$ cat src/rtl/serdes_word_aligner.sv
// serdes_word_aligner: word-alignment controller downstream of an SDR ISERDESE2.
// Searches the deserialised word stream for TRAIN_PATTERN by pulsing BITSLIP. It
// declares lock after MATCH_COUNT consecutive matches, or declares failure after
// every phase has been tried.
// Ports:
//   clk_i        CLKDIV-domain clock
//   rst_ni       async active-low reset
//   start_i      start/restart alignment (honoured in IDLE, LOCKED, FAIL)
//   data_i       ISERDESE2 Q word, Q1 = bit 0
//   bitslip_o    one-cycle BITSLIP pulse to the ISERDESE2
//   data_o       data_i delayed by one cycle
//   data_valid_o data_o is aligned payload
//   locked_o     alignment achieved
//   fail_o       all phases tried without lock
//   slip_cnt_o   bitslips issued in the current attempt
module serdes_word_aligner #(
  parameter int unsigned WIDTH          = 8,
  parameter logic [7:0]  TRAIN_PATTERN  = 8'h5C,
  parameter int unsigned BITSLIP_SETTLE = 3,
  parameter int unsigned MATCH_COUNT    = 16
) (
  input  logic                                     clk_i,
  input  logic                                     rst_ni,
  input  logic                                     start_i,
  input  logic [WIDTH-1:0]                         data_i,
  output logic                                     bitslip_o,
  output logic [WIDTH-1:0]                         data_o,
  output logic                                     data_valid_o,
  output logic                                     locked_o,
  output logic                                     fail_o,
  output logic [((WIDTH > 1) ? $clog2(WIDTH) : 1)-1:0] slip_cnt_o
);

  localparam int unsigned SW   = (WIDTH > 1) ? $clog2(WIDTH) : 1;
  localparam int unsigned STW  = $clog2(BITSLIP_SETTLE + 1);
  localparam int unsigned MCW  = $clog2(MATCH_COUNT + 1);
  localparam logic [WIDTH-1:0] PAT = TRAIN_PATTERN[WIDTH-1:0];

  typedef enum logic [2:0] {
    IDLE   = 3'd0,
    SETTLE = 3'd1,
    CHECK  = 3'd2,
    SLIP   = 3'd3,
    LOCKED = 3'd4,
    FAIL   = 3'd5
  } state_e;

  state_e           state_q, state_d;
  logic [STW-1:0]   settle_q, settle_d;
  logic [MCW-1:0]   match_q, match_d;
  logic [SW-1:0]    slip_q, slip_d;
  logic [WIDTH-1:0] data_q;

  // State and counter registers
  always_ff @(posedge clk_i or negedge rst_ni) begin
    if (!rst_ni) begin
      state_q  <= IDLE;
      settle_q <= '0;
      match_q  <= '0;
      slip_q   <= '0;
      data_q   <= '0;
    end else begin
      state_q  <= state_d;
      settle_q <= settle_d;
      match_q  <= match_d;
      slip_q   <= slip_d;
      data_q   <= data_i;
    end
  end

  // Next-state and counter update
  always_comb begin
    state_d  = state_q;
    settle_d = settle_q;
    match_d  = match_q;
    slip_d   = slip_q;
    unique case (state_q)
      IDLE, LOCKED, FAIL: begin
        if (start_i) begin
          state_d  = SETTLE;
          settle_d = STW'(BITSLIP_SETTLE);
          match_d  = '0;
          slip_d   = '0;
        end
      end
      SETTLE: begin
        // Counter is loaded on entry, so leaving at 1 gives exactly BITSLIP_SETTLE cycles
        if (settle_q <= STW'(1)) begin
          state_d = CHECK;
          match_d = '0;
        end else begin
          settle_d = settle_q - STW'(1);
        end
      end
      CHECK: begin
        if (data_i == PAT) begin
          match_d = match_q + MCW'(1);
          if (match_q == MCW'(MATCH_COUNT - 1)) state_d = LOCKED;
        end else begin
          match_d = '0;
          // Last phase already tried: give up instead of wrapping slip_cnt
          if (slip_q == SW'(WIDTH - 1)) state_d = FAIL;
          else                          state_d = SLIP;
        end
      end
      SLIP: begin
        state_d  = SETTLE;
        settle_d = STW'(BITSLIP_SETTLE);
        slip_d   = slip_q + SW'(1);
      end
      default: state_d = IDLE;
    endcase
  end

  // Moore outputs decoded from the state register
  assign bitslip_o    = (state_q == SLIP);
  assign locked_o     = (state_q == LOCKED);
  assign data_valid_o = (state_q == LOCKED);
  assign fail_o       = (state_q == FAIL);
  assign slip_cnt_o   = slip_q;
  assign data_o       = data_q;

endmodule

$ cat config.mk
export PLATFORM = sky130hd
export DESIGN_NAME = serdes_word_aligner
export DESIGN_NICKNAME = d
export VERILOG_FILES = /design/src/rtl/serdes_word_aligner.sv
export SDC_FILE = /design/constraint.sdc
export NUM_CORES = 1
export LEC_CHECK = 0
export ABC_AREA = 0
export CAP_MARGIN = 30
export CORE_AREA = 2 2 56 58
export CTS_CLUSTER_SIZE = 30
export DETAILED_ROUTE_END_ITERATION = 6
export DIE_AREA = 0 0 58 60
export GPL_TIMING_DRIVEN = 0
export SLEW_MARGIN = 20
export SYNTH_ARGS = -nofsm -noshare
export SYNTH_HDL_FRONTEND = slang
export SYNTH_SLANG_ARGS = --single-unit
$ cat constraint.sdc
create_clock -name clk_i -period 2.2 [get_ports clk_i]
set_input_delay 0.55 -clock clk_i [delete_from_list [all_inputs] [get_ports clk_i]]
set_output_delay 0.55 -clock clk_i [all_outputs]
set_load 0.01 [all_outputs]
# After elaboration in Yosys (flattened, before gate mapping)
# Cells that the tools add are included.
# word_totals
in_bits	11
n_memories	0
out_inout_bits	15
mem_bits_rw	0
rom_bits	0
wordCells	45
latchBits	0
reg_bits	21
# classes
eq_ne	12
bitwise_logic	0
div_mod_pow	0
n_mux	15
n_addsub	3
n_lt_le_gt_ge	1
n_reduce_logical	9
multipliers	0
n_shift	0
# ops
op	count
$mux W3	6
$mux W5	3
$pmux W5 S3	1
$pmux W3 S4	1
$eq A3 B3 Y1 const B	3
$reduce_and A3 Y1	3
$eq A8 B7 Y1 const B	1
$eq A3 B2 Y1 const B	2
$ne A2 B2 Y1 const B	3
$pmux W2 S3	1
$pmux W3 S2	1
$reduce_bool A3 Y1	2
$add A5 B1 Y5 const B	1
$eq A5 B4 Y1 const B	1
$mux W2	2
$add A3 B1 Y3 const B	1
$eq A3 B1 Y1 const B	1
$logic_not A3 Y1	1
$ne A3 B3 Y1 const B	1
$reduce_or A3 Y1	1
$le A2 B1 Y1 const B	1
$reduce_and A2 Y1	1
$reduce_bool A2 Y1	1
$sub A2 B1 Y2 const B	1

# Depth between registers and ports, before layout
# depth
ltp_word	4
ltp_mapped	6

# Worst setup path before layout
# No wires, ideal clock.
# synth_path
path_type	reg-to-output
from	register state_q[1]
to	output locked_o
required_ns	1.650
arrival_ns	0.906
path_stages_with_launch	5
path_slack_ns	0.744
path_cell_list	dfrtp_1 -> inv_1 -> nand2_1 -> nor2_1 -> buf_4
# synth_via
elab_chain_cells	1
# synth_lines
element	line	rtl
start, declared	48	state_e state_q, state_d;
start signal, assigned	63	state_q <= state_d;
$eq A3 B3 Y1	n/a	
end, declared	29	output logic locked_o,
# Every way passes these cells.

# Worst setup path after layout
# layout_path
from	register state_q[1]
to	output fail_o
# layout_via
elab_chain_cells	1
# layout_lines
element	line	rtl
$eq A3 B3 Y1	119	assign fail_o = (state_q == FAIL);
end, declared	30	output logic fail_o,
# Every way passes these cells.

==> run_results.csv <==
group,metric,value,unit
detailed_routing,wl_met2,1048,um
final_layout,multi_input_area,414.1,um2
final_layout,area_delta_synth_final,41.12,%
clock_network,tritoncts,"yes",
global_routing,grt_use_total,12.50,%
detailed_routing,wl_per_cell,12.68,um
synthesis,synth_cells,86,
power,finalPower,1.300,mW
power,p_per_area,954.9,mW/mm2
synthesis,synth_warnings,0,
synthesis,yosysSeqAreaShare,54.47,%
sta,fmax,479.3,MHz
clock_network,htree_levels,1,
detailed_routing,drt-total-wl,1966,um
worst_setup_path,arrival,1.54,ns
placed_design,io_buffers,25,
detailed_routing,drc,0,
placed_design,dpl.hpwl,1414,um
die,core_area,0.002903,mm2
global_routing,grt_pass1_vias,751,
worst_setup_path,critPathSlowestCell,"clkdlybuf4s50_1",
final_layout,final_common_cell,"clkdlybuf4s50_1",
detailed_routing,drtIter0Drc,22,
flow_run,maxCapViolCount,0,
sta,worst_slew_pin_slew,0.2771,ns
synthesis,avgSynthCellArea,11.22,um2
global_routing,grt-ovfl-total,0,
final_layout,nNetsFinal,139,
clock_network,cts_made_buffers,3,
worst_setup_path,slowest_delay,0.54,ns
power,power.leakage,0.6622,nW
sta,relSlewSlack,81.38,%
worst_setup_path,cp.required,1.65,ns
power,clock_power_share,14.0,%
worst_setup_path,path_cells,"inv_1 -> nand2_1 -> nor2_1 -> clkdlybuf4s50_1",
clock_network,root_buffer,"clkbuf_4",
global_routing,grt_first_pass_wirelength,3263,um
clock_network,insertion_delay,0.30,ns
worst_setup_path,crit_path_start_kind,"flip-flop",
final_layout,drive_gt1_share,18.85,%
worst_setup_path,r2r-start,"state_q[2]$_DFFE_PN0P_",
sta,skew,0.004458,ns
final_layout,nFillCells,282,
worst_setup_path,rrSetupSlack,0.58,ns
power,switching_share,35.67,%
clock_network,clock_path_buffers,2,
detailed_routing,wl_met1,837,um
sta,finalCritPeriodShare,94.84,%
run_status,outcome,"finished, final reports clean",
placed_design,globalplace.congestion,0.6894,
sta,period_minus_slack,2.086,ns
worst_hold_path,holdCritPathClass,"in2async",
power,p_comb_share,46.3,%
die,die_h,60,um
placed_design,place_inst,144,
clock_network,path_clk_slew,0.11,ns
worst_setup_path,critPathLaunch,"state_q[1]$_DFFE_PN0P_",
power,power_frac_seq,39.8,%
synthesis,synth_area,964.7,um2
power,p_sw,463.7,uW
sta,fin_setup_tns,0,ns
detailed_routing,drtAntennaViolNets,0,
die,die_area,0.003480,mm2
worst_setup_path,crit_type,"reg2out",
final_layout,fin_cells,155,
final_layout,n_antenna_cell,0,
power,power.internal,836.2,uW
die,die_width,58,um
clock_network,cts.sinks,21,
die,row_count,20,
synthesis,synth_fp_nets,102,
sta,hold_viol,0,
worst_setup_path,cp_max_fo,4,
synthesis,synth-seq-cells,21,
synthesis,synth_cell_types,34,
detailed_routing,dr.pass1.iters,4,
final_layout,regArea,528.0,um2
die,initial_core_util,33.23,%
final_layout,final_cell_mix,"clkdlybuf4s50_1, dfrtp_1, buf_4, nor2_1, inv_1",
sta,rsz0062_at_grt,"false",
sta,whs,0.4766,ns
sta,drv_slew,0,
sta,setup_viol,0,
power,vdd_drop_max,0.0004685,V
global_routing,grt_max_degree,22,
detailed_routing,vias,776,
detailed_routing,vias_per_cell,5.006,
die,ios,26,
detailed_routing,top_layer,"met4",
global_routing,antenna_found_initial,0,
detailed_routing,met3WireLength,60,um
worst_setup_path,cp-end-kind,"output pin",
-- synth_stat cells (all sizes together) --
master | n | area (um2)
nand4 | 1 | 6.260
a211oi | 1 | 7.510
mux2 | 1 | 11.26
a21oi | 5 | 25.02
nor3 | 4 | 20.02
nand3 | 3 | 20.02
ha | 5 | 62.56
xor2 | 1 | 8.760
o221ai | 1 | 8.760
buf | 2 | 12.51
and4bb | 1 | 12.51
o22ai | 3 | 18.77
nor2 | 7 | 26.28
a211o | 1 | 10.01
or2b | 1 | 8.760
or4 | 1 | 11.26
o2bb2ai | 1 | 8.760
o21ai | 2 | 10.00
and3 | 1 | 6.260
or3 | 1 | 6.260
mux2i | 2 | 20.02
a22o | 1 | 10.01
a221oi | 1 | 8.760
nand2 | 3 | 11.26
a21o | 1 | 7.510
a221o | 1 | 10.01
inv | 6 | 22.52
and2 | 2 | 12.51
nor3b | 3 | 22.52
nor2b | 2 | 12.51
dfrtp | 21 | 525.5
-- worst max-delay path, delay by kind of cell, from the launching register on --
kind	cells	cell delay [ns]
flops	1	0.42
simple gates	2	0.18
buf+inv	2	0.64
-- kinds of logic (layout without fill, tap and decap cells) --
group	count (synthesis)	after routing	synth area share [%]
adder cells (fa/ha/maj)	5	5	6.485
AND/OR/NAND/NOR	30	30	18.29
buffers and inverters	8	44	3.631
XOR/XNOR	1	1	0.9081
multiplexers	3	3	3.243
AO/OA/AOI/OAI	18	18	12.97
flip-flops	21	21	54.47
-- state kept, by name, summed over array words and instances, names as in the netlist --
name / count
data_o: 8
match_q: 5
slip_cnt_o: 3
state_q: 3
settle_q: 2
-- cell type report --
cell class	instances	area share (%)
Tap cell	33	3.033
Sequential cell	21	38.79
Multi-Input combinational cell	57	30.42
Buffer	2	1.103
Timing Repair Buffer	32	23.07
Inverter	6	1.654
Clock buffer	4	1.930
-- routing by layer --
metal	global-route usage (%)	vias to the layer above
met5	0	-
met4	6.977	0
met3	1.948	2
met2	21.59	9
met1	14.85	379
li1	-	386
-- power by group through the flow --
stage	Clock [mW]	Sequential [mW]	Combinational, mW
4_1_cts	0.193	0.518	0.591
3_5_place_dp	0	0.534	0.519
6_report	0.182	0.517	0.601
3_3_place_gp	0	0.529	0.505
5_1_grt	0.212	0.528	0.676
2_1_floorplan	0	0.536	0.321
-- final timing paths --
check                      cells after the start                      to
setup reg to reg                               6  match_q[3]$_DFFE_PN0P_
setup / recovery                               4                  fail_o
hold / removal                                 1     data_o[3]$_DFF_PN0_
max in group asynchronous                      2  state_q[2]$_DFFE_PN0P_
hold reg to reg                                1  match_q[4]$_DFFE_PN0P_
min in group clk_i                             1  match_q[4]$_DFFE_PN0P_
-- through the flow --
| step | cell area (um2) | utilization, % | setup WS (ns) |
|---|---|---|---|
| CTS | 1326 | 45.69 | 0.001949 |
| finish | 1361 | 46.90 | 0.1135 |
| floorplan | 964.7 | - | 0.7442 |
| global placement | 1256 | 43.28 | 0.08338 |
| detailed placement | 1256 | 43.28 | 0.05058 |
| global route | 1361 | 46.90 | 0.01698 |
-- timing repair --
item	in CTS	in global routing
pin swaps	1	0
gates resized for setup	7	2
endpoints found under the setup margin	2	2
buffers inserted	4	2
hold buffers	0	0
(Power assumes the default switching activity.)
